### src/rtl/rcv_pkg.sv
// Shared types and constants for the serial receive controller.
package rcv_pkg;

    localparam int unsigned BIT_CLKS_DEFAULT = 10;
    localparam int unsigned CNT_BITS         = 4;
    localparam logic [7:0]  ERR_COUNT_MAX    = 8'hFF;

    typedef enum logic [2:0] {
        StIdle,
        StStartChk,
        StReceive,
        StStopLatch,
        StStopEval,
        StLoad
    } rcv_state_t;

    function automatic logic [7:0] sat_inc(input logic [7:0] value);
        return (value == ERR_COUNT_MAX) ? value : value + 8'd1;
    endfunction

endpackage

### src/rtl/flex_counter.sv
// Wrapping counter 0..rollover_val-1; rollover_flag marks the final count while enabled.
module flex_counter #(
    parameter int unsigned NUM_CNT_BITS = 4
) (
    input  logic                    clk,
    input  logic                    rst,
    input  logic                    clear,
    input  logic                    count_enable,
    input  logic [NUM_CNT_BITS-1:0] rollover_val,
    output logic                    rollover_flag
);

    localparam logic [NUM_CNT_BITS-1:0] ONE = NUM_CNT_BITS'(1);

    logic [NUM_CNT_BITS-1:0] count_q, count_d;

    assign rollover_flag = count_enable && (count_q == rollover_val - ONE);

    always_comb begin
        count_d = count_q;
        if (clear) begin
            count_d = '0;
        end else if (count_enable) begin
            count_d = rollover_flag ? '0 : count_q + ONE;
        end
    end

    always_ff @(posedge clk) begin
        if (rst) begin
            count_q <= '0;
        end else begin
            count_q <= count_d;
        end
    end

endmodule

### src/rtl/rcv_ctrl.sv
// Receive-side frame controller: start-bit qualification, frame timing handoff,
// stop-bit evaluation and sticky error bookkeeping.
module rcv_ctrl
    import rcv_pkg::*;
#(
    parameter int unsigned BIT_CLKS = BIT_CLKS_DEFAULT
) (
    input  logic       clk,
    input  logic       rst,
    input  logic       start_bit_detected,
    input  logic       rx_sync,
    input  logic       packet_done,
    input  logic       stop_bit_err,
    input  logic       clear_errors,
    output logic       sbc_clear,
    output logic       sbc_enable,
    output logic       enable_timer,
    output logic       load_buffer,
    output logic       rx_busy,
    output logic       framing_error,
    output logic       false_start,
    output logic [7:0] err_count
);

    localparam logic [CNT_BITS-1:0] HALF_BIT = CNT_BITS'(BIT_CLKS / 2);

    rcv_state_t state_q, state_d;
    logic       half_last;
    logic       fs_evt, fe_evt;
    logic       framing_error_q, framing_error_d;
    logic       false_start_q, false_start_d;
    logic [7:0] err_count_q, err_count_d;

    flex_counter #(
        .NUM_CNT_BITS (CNT_BITS)
    ) u_half_bit (
        .clk           (clk),
        .rst           (rst),
        .clear         (state_q != StStartChk),
        .count_enable  (state_q == StStartChk),
        .rollover_val  (HALF_BIT),
        .rollover_flag (half_last)
    );

    always_comb begin
        state_d = state_q;
        fs_evt  = 1'b0;
        fe_evt  = 1'b0;
        case (state_q)
            StIdle: begin
                if (start_bit_detected) state_d = StStartChk;
            end
            StStartChk: begin
                // Line must still be low at mid start bit, otherwise it was a glitch.
                if (half_last) begin
                    if (rx_sync) begin
                        state_d = StIdle;
                        fs_evt  = 1'b1;
                    end else begin
                        state_d = StReceive;
                    end
                end
            end
            StReceive: begin
                if (packet_done) state_d = StStopLatch;
            end
            StStopLatch: state_d = StStopEval;
            StStopEval: begin
                if (stop_bit_err) begin
                    state_d = StIdle;
                    fe_evt  = 1'b1;
                end else begin
                    state_d = StLoad;
                end
            end
            StLoad:  state_d = StIdle;
            default: state_d = StIdle;
        endcase
    end

    // A new error in the same cycle as clear_errors survives the clear.
    always_comb begin
        if (clear_errors) begin
            false_start_d   = fs_evt;
            framing_error_d = fe_evt;
            err_count_d     = (fs_evt || fe_evt) ? 8'd1 : 8'd0;
        end else begin
            false_start_d   = false_start_q | fs_evt;
            framing_error_d = framing_error_q | fe_evt;
            err_count_d     = (fs_evt || fe_evt) ? sat_inc(err_count_q) : err_count_q;
        end
    end

    always_ff @(posedge clk) begin
        if (rst) begin
            state_q         <= StIdle;
            false_start_q   <= 1'b0;
            framing_error_q <= 1'b0;
            err_count_q     <= 8'd0;
        end else begin
            state_q         <= state_d;
            false_start_q   <= false_start_d;
            framing_error_q <= framing_error_d;
            err_count_q     <= err_count_d;
        end
    end

    always_comb begin
        sbc_clear     = (state_q == StStartChk);
        sbc_enable    = (state_q == StStopLatch);
        enable_timer  = (state_q == StReceive);
        load_buffer   = (state_q == StLoad);
        rx_busy       = (state_q != StIdle);
        false_start   = false_start_q;
        framing_error = framing_error_q;
        err_count     = err_count_q;
    end

endmodule

### config.mk
export PLATFORM = sky130hd
export DESIGN_NAME = rcv_ctrl
export DESIGN_NICKNAME = d
export VERILOG_FILES = /design/src/rtl/rcv_pkg.sv /design/src/rtl/flex_counter.sv /design/src/rtl/rcv_ctrl.sv
export SDC_FILE = /design/constraint.sdc
export NUM_CORES = 1
export LEC_CHECK = 0
export CORE_MARGIN = 4
export CORE_UTILIZATION = 49
export CTS_BUF_LIST = sky130_fd_sc_hd__clkbuf_8
export DETAILED_ROUTE_END_ITERATION = 8
export PLACE_DENSITY_LB_ADDON = 0.08
export SETUP_SLACK_MARGIN = 0.15
export SLEW_MARGIN = 20
export SYNTH_ARGS = -nofsm -noshare
export SYNTH_HDL_FRONTEND = slang
export SYNTH_SLANG_ARGS = --single-unit
export TNS_END_PERCENT = 100
### constraint.sdc
create_clock -name clk -period 2.1 [get_ports clk]
set_input_delay 0.315 -clock clk [delete_from_list [all_inputs] [get_ports clk]]
set_output_delay 0.315 -clock clk [all_outputs]
set_load 0.05 [all_outputs]
==> out/metrics.cfg <==
[die]
chipWidth_um=50.0
die_h_um=50.0
dieArea_um2=2500
start_util_pct=54.3
io_pins=22
core.rowCount=14
core-area_um2=1590

[timing]
fin_ws_ns=0.279
period_share_pct=86.7
fmax_mhz=549
final-hold-violation-count=0
fin_worst_skew_ns=0.00132
slew_violations=0
slew_headroom_pct=66.6
rsz0062_at_grt=no
worstMarginPinSlew_ns=0.499
min_period_ns=1.82
setup_violations=0
finalSetupTns_ns=0

[global_route]
grt_max_degree=14
grt_pass1_vias=694
grt_util_all_layers_pct=16.4
grt_pass1_wl_um=3130
globalRoute.busiestLayer=met1
overflow=0
use_met1_pct=22.5
use_met3_pct=7.23
antenna_found_initial=0
grtUsageMet2_pct=21.5

[clock_tree]
clkLatencyLatePin_ns=0.25
clk_path_buf_depth=2
cts.sinks=17
root_buffer=clkbuf_8
cts_tree=yes
clk_pin_slew_ns=0.06
hold_buffers=0
htree_levels=1
numCtsBuffers=3
post_cts_buffers=0

[hold_path]
worstHoldPathCells=1
hold_path_class=flop to flop

[synthesis]
netlist_area_um2=866
syn_nets=108
synth_cell_types=36
synth_warnings=0
synth_seq_area_share_pct=39.3
synthCells=98
syn_avg_cell_area_um2=8.84
synth_seq_cells=17

[cells_and_area]
final_common_cell=dfxtp_1
layout.nets=131
num_antenna_cells=0
final_util_pct=70.5
final_cell_mix=17 x dfxtp_1, 15 x clkdlybuf4s50_1, 10 x nor2_1
fillCellCount=134
areaGrowthSynthToFinish_pct=29.8
layout-drive-gt1-share_pct=5.83

[routing]
detail-route-antenna-nets=0
drt_iter0_markers=24
wl_per_cell_um=13.4
dr.pass1.iters=4
post_drt_via_cell_ratio=5.56
wl_um=1930
drc_errors=0
vias=800

[place]
place_ws_ns=0.0986
hpwl_um=1370
gp_congestion=0.776
numPortBuffers=21

[setup_path]
cp_data_arrival_time_ns=1.51
criticalPathCategory=flop to output port
slowest_stage=clkdlybuf4s50_1
path_delay_family=buffers and inverters
worstPathRequired_ns=1.78
crit_buf_inv=1
crit_fanout=6
slowest_delay_ns=0.84
end_kind=output port
crit_cells=1
crit_chain=clkdlybuf4s50_1
cp-start-kind=flop
rr_worst_depth=6

[power_and_ir_drop]
finalPower_uw=767
power.leakage_uw=0.000428
powerDensity_nw_per_um2=683
peakVddDrop_mv=0.381

[run]
maxCapViolations=0

[status]
status=finished, final reports clean

-- metrics by stage --
step	hold slack, ns	std cells	area [um^2]
floorplan	0.430	98	866
global placement	0.445	140	1080
detailed placement	0.454	140	1080
CTS	0.469	144	1120
global route	0.501	144	1120
finish	0.462	144	1120
-- cells in the mapped netlist --
library cell / number / area (um^2)
dfxtp_1: 17 / 340
nor2_1: 10 / 37.5
inv_1: 6 / 22.5
nand2_1: 6 / 22.5
a21oi_1: 4 / 20.0
nand3_1: 4 / 20.0
and3b_1: 3 / 26.3
ha_1: 3 / 37.5
nor3b_1: 3 / 22.5
o21a_1: 3 / 22.5
o21ai_0: 3 / 15.0
o31ai_1: 3 / 22.5
o41ai_1: 3 / 26.3
or3_1: 3 / 18.8
a211oi_1: 2 / 15.0
nand4bb_1: 2 / 22.5
nor4_1: 2 / 12.5
nor4b_1: 2 / 17.5
or4_1: 2 / 15.0
a2bb2oi_1: 1 / 8.76
a31oi_1: 1 / 6.26
buf_2: 1 / 5.00
buf_6: 1 / 11.3
clkbuf_1: 1 / 3.75
mux2i_1: 1 / 10.0
nand3b_1: 1 / 7.51
nand4_1: 1 / 6.26
nor2b_1: 1 / 6.26
nor3_1: 1 / 5.00
o211ai_1: 1 / 7.51
o21ba_2: 1 / 10.0
o22a_1: 1 / 8.76
o311ai_1: 1 / 8.76
or2_1: 1 / 6.26
xnor2_1: 1 / 8.76
xor2_1: 1 / 8.76
-- worst reg2reg max path, cell delays in order (launching register included) --
cell,delay [ns]
dfxtp_1,0.33
inv_1,0.06
ha_1,0.15
nand3b_1,0.15
o21a_1,0.36
or4_1,0.51
a21oi_1,0.14
-- final timing paths --
kind                                                    startpoint                            endpoint  slack (ns)
worst max-delay path                     err_count[2]$_SDFFE_PP0P_                        err_count[2]        0.28
worst min-delay path            u_half_bit.count_q[0]$_SDFFE_PP0N_  u_half_bit.count_q[0]$_SDFFE_PP0N_        0.46
worst max register to register  u_half_bit.count_q[0]$_SDFFE_PP0N_           err_count[3]$_SDFFE_PP0P_        0.33
worst min register to register  u_half_bit.count_q[0]$_SDFFE_PP0N_  u_half_bit.count_q[0]$_SDFFE_PP0N_        0.46
-- registers in the layout, indices dropped and copies added, names as in the netlist --
register	cells
state_q	3
u_half_bit.count_q	4
framing_error	1
err_count	8
false_start	1
-- cell type report --
| cell class | instances | area (um^2) | area share (%) |
|---|---|---|---|
| Tap cell | 24 | 30.0 | 2.67 |
| Inverter | 6 | 22.5 | 2.00 |
| Timing Repair Buffer | 21 | 203 | 18.0 |
| Clock buffer | 3 | 41.3 | 3.67 |
| Clock inverter | 1 | 3.75 | 0.334 |
| Multi-Input combinational cell | 72 | 483 | 43.0 |
| Sequential cell | 17 | 340 | 30.3 |
-- routing by layer --
metal | up-vias | share of wire (%)
met2 | 35 | 41
met4 | 0 | 1.3
li1 | 412 | -
met1 | 348 | 50
met5 | - | 0
met3 | 5 | 8.4
-- kinds of logic (layout without fill, tap and decap cells) --
family | Yosys count | after routing | synth area share, %
AO/OA/AOI/OAI | 24 | 24 | 19.8
XOR/XNOR | 2 | 2 | 2.02
adder cells (fa/ha/maj) | 3 | 3 | 4.34
buffers and inverters | 9 | 31 | 4.91
flip-flops | 17 | 17 | 39.3
multiplexers | 1 | 1 | 1.16
AND/OR/NAND/NOR | 42 | 42 | 28.5
-- report_power, final --
group | switching [uW] | internal (uW) | leakage, uW
logic | 112 | 61.3 | 0.000263
clock network | 103 | 130 | 0.0000269
registers | 23.9 | 337 | 0.000137
total | 239 | 528 | 0.000428
-- repair_timing --
action,4_1_cts,5_1_grt
gates cloned,0,0
setup endpoints to repair,2,1
resized for setup,2,1
Note: power is estimated with default switching activity, not from simulation.
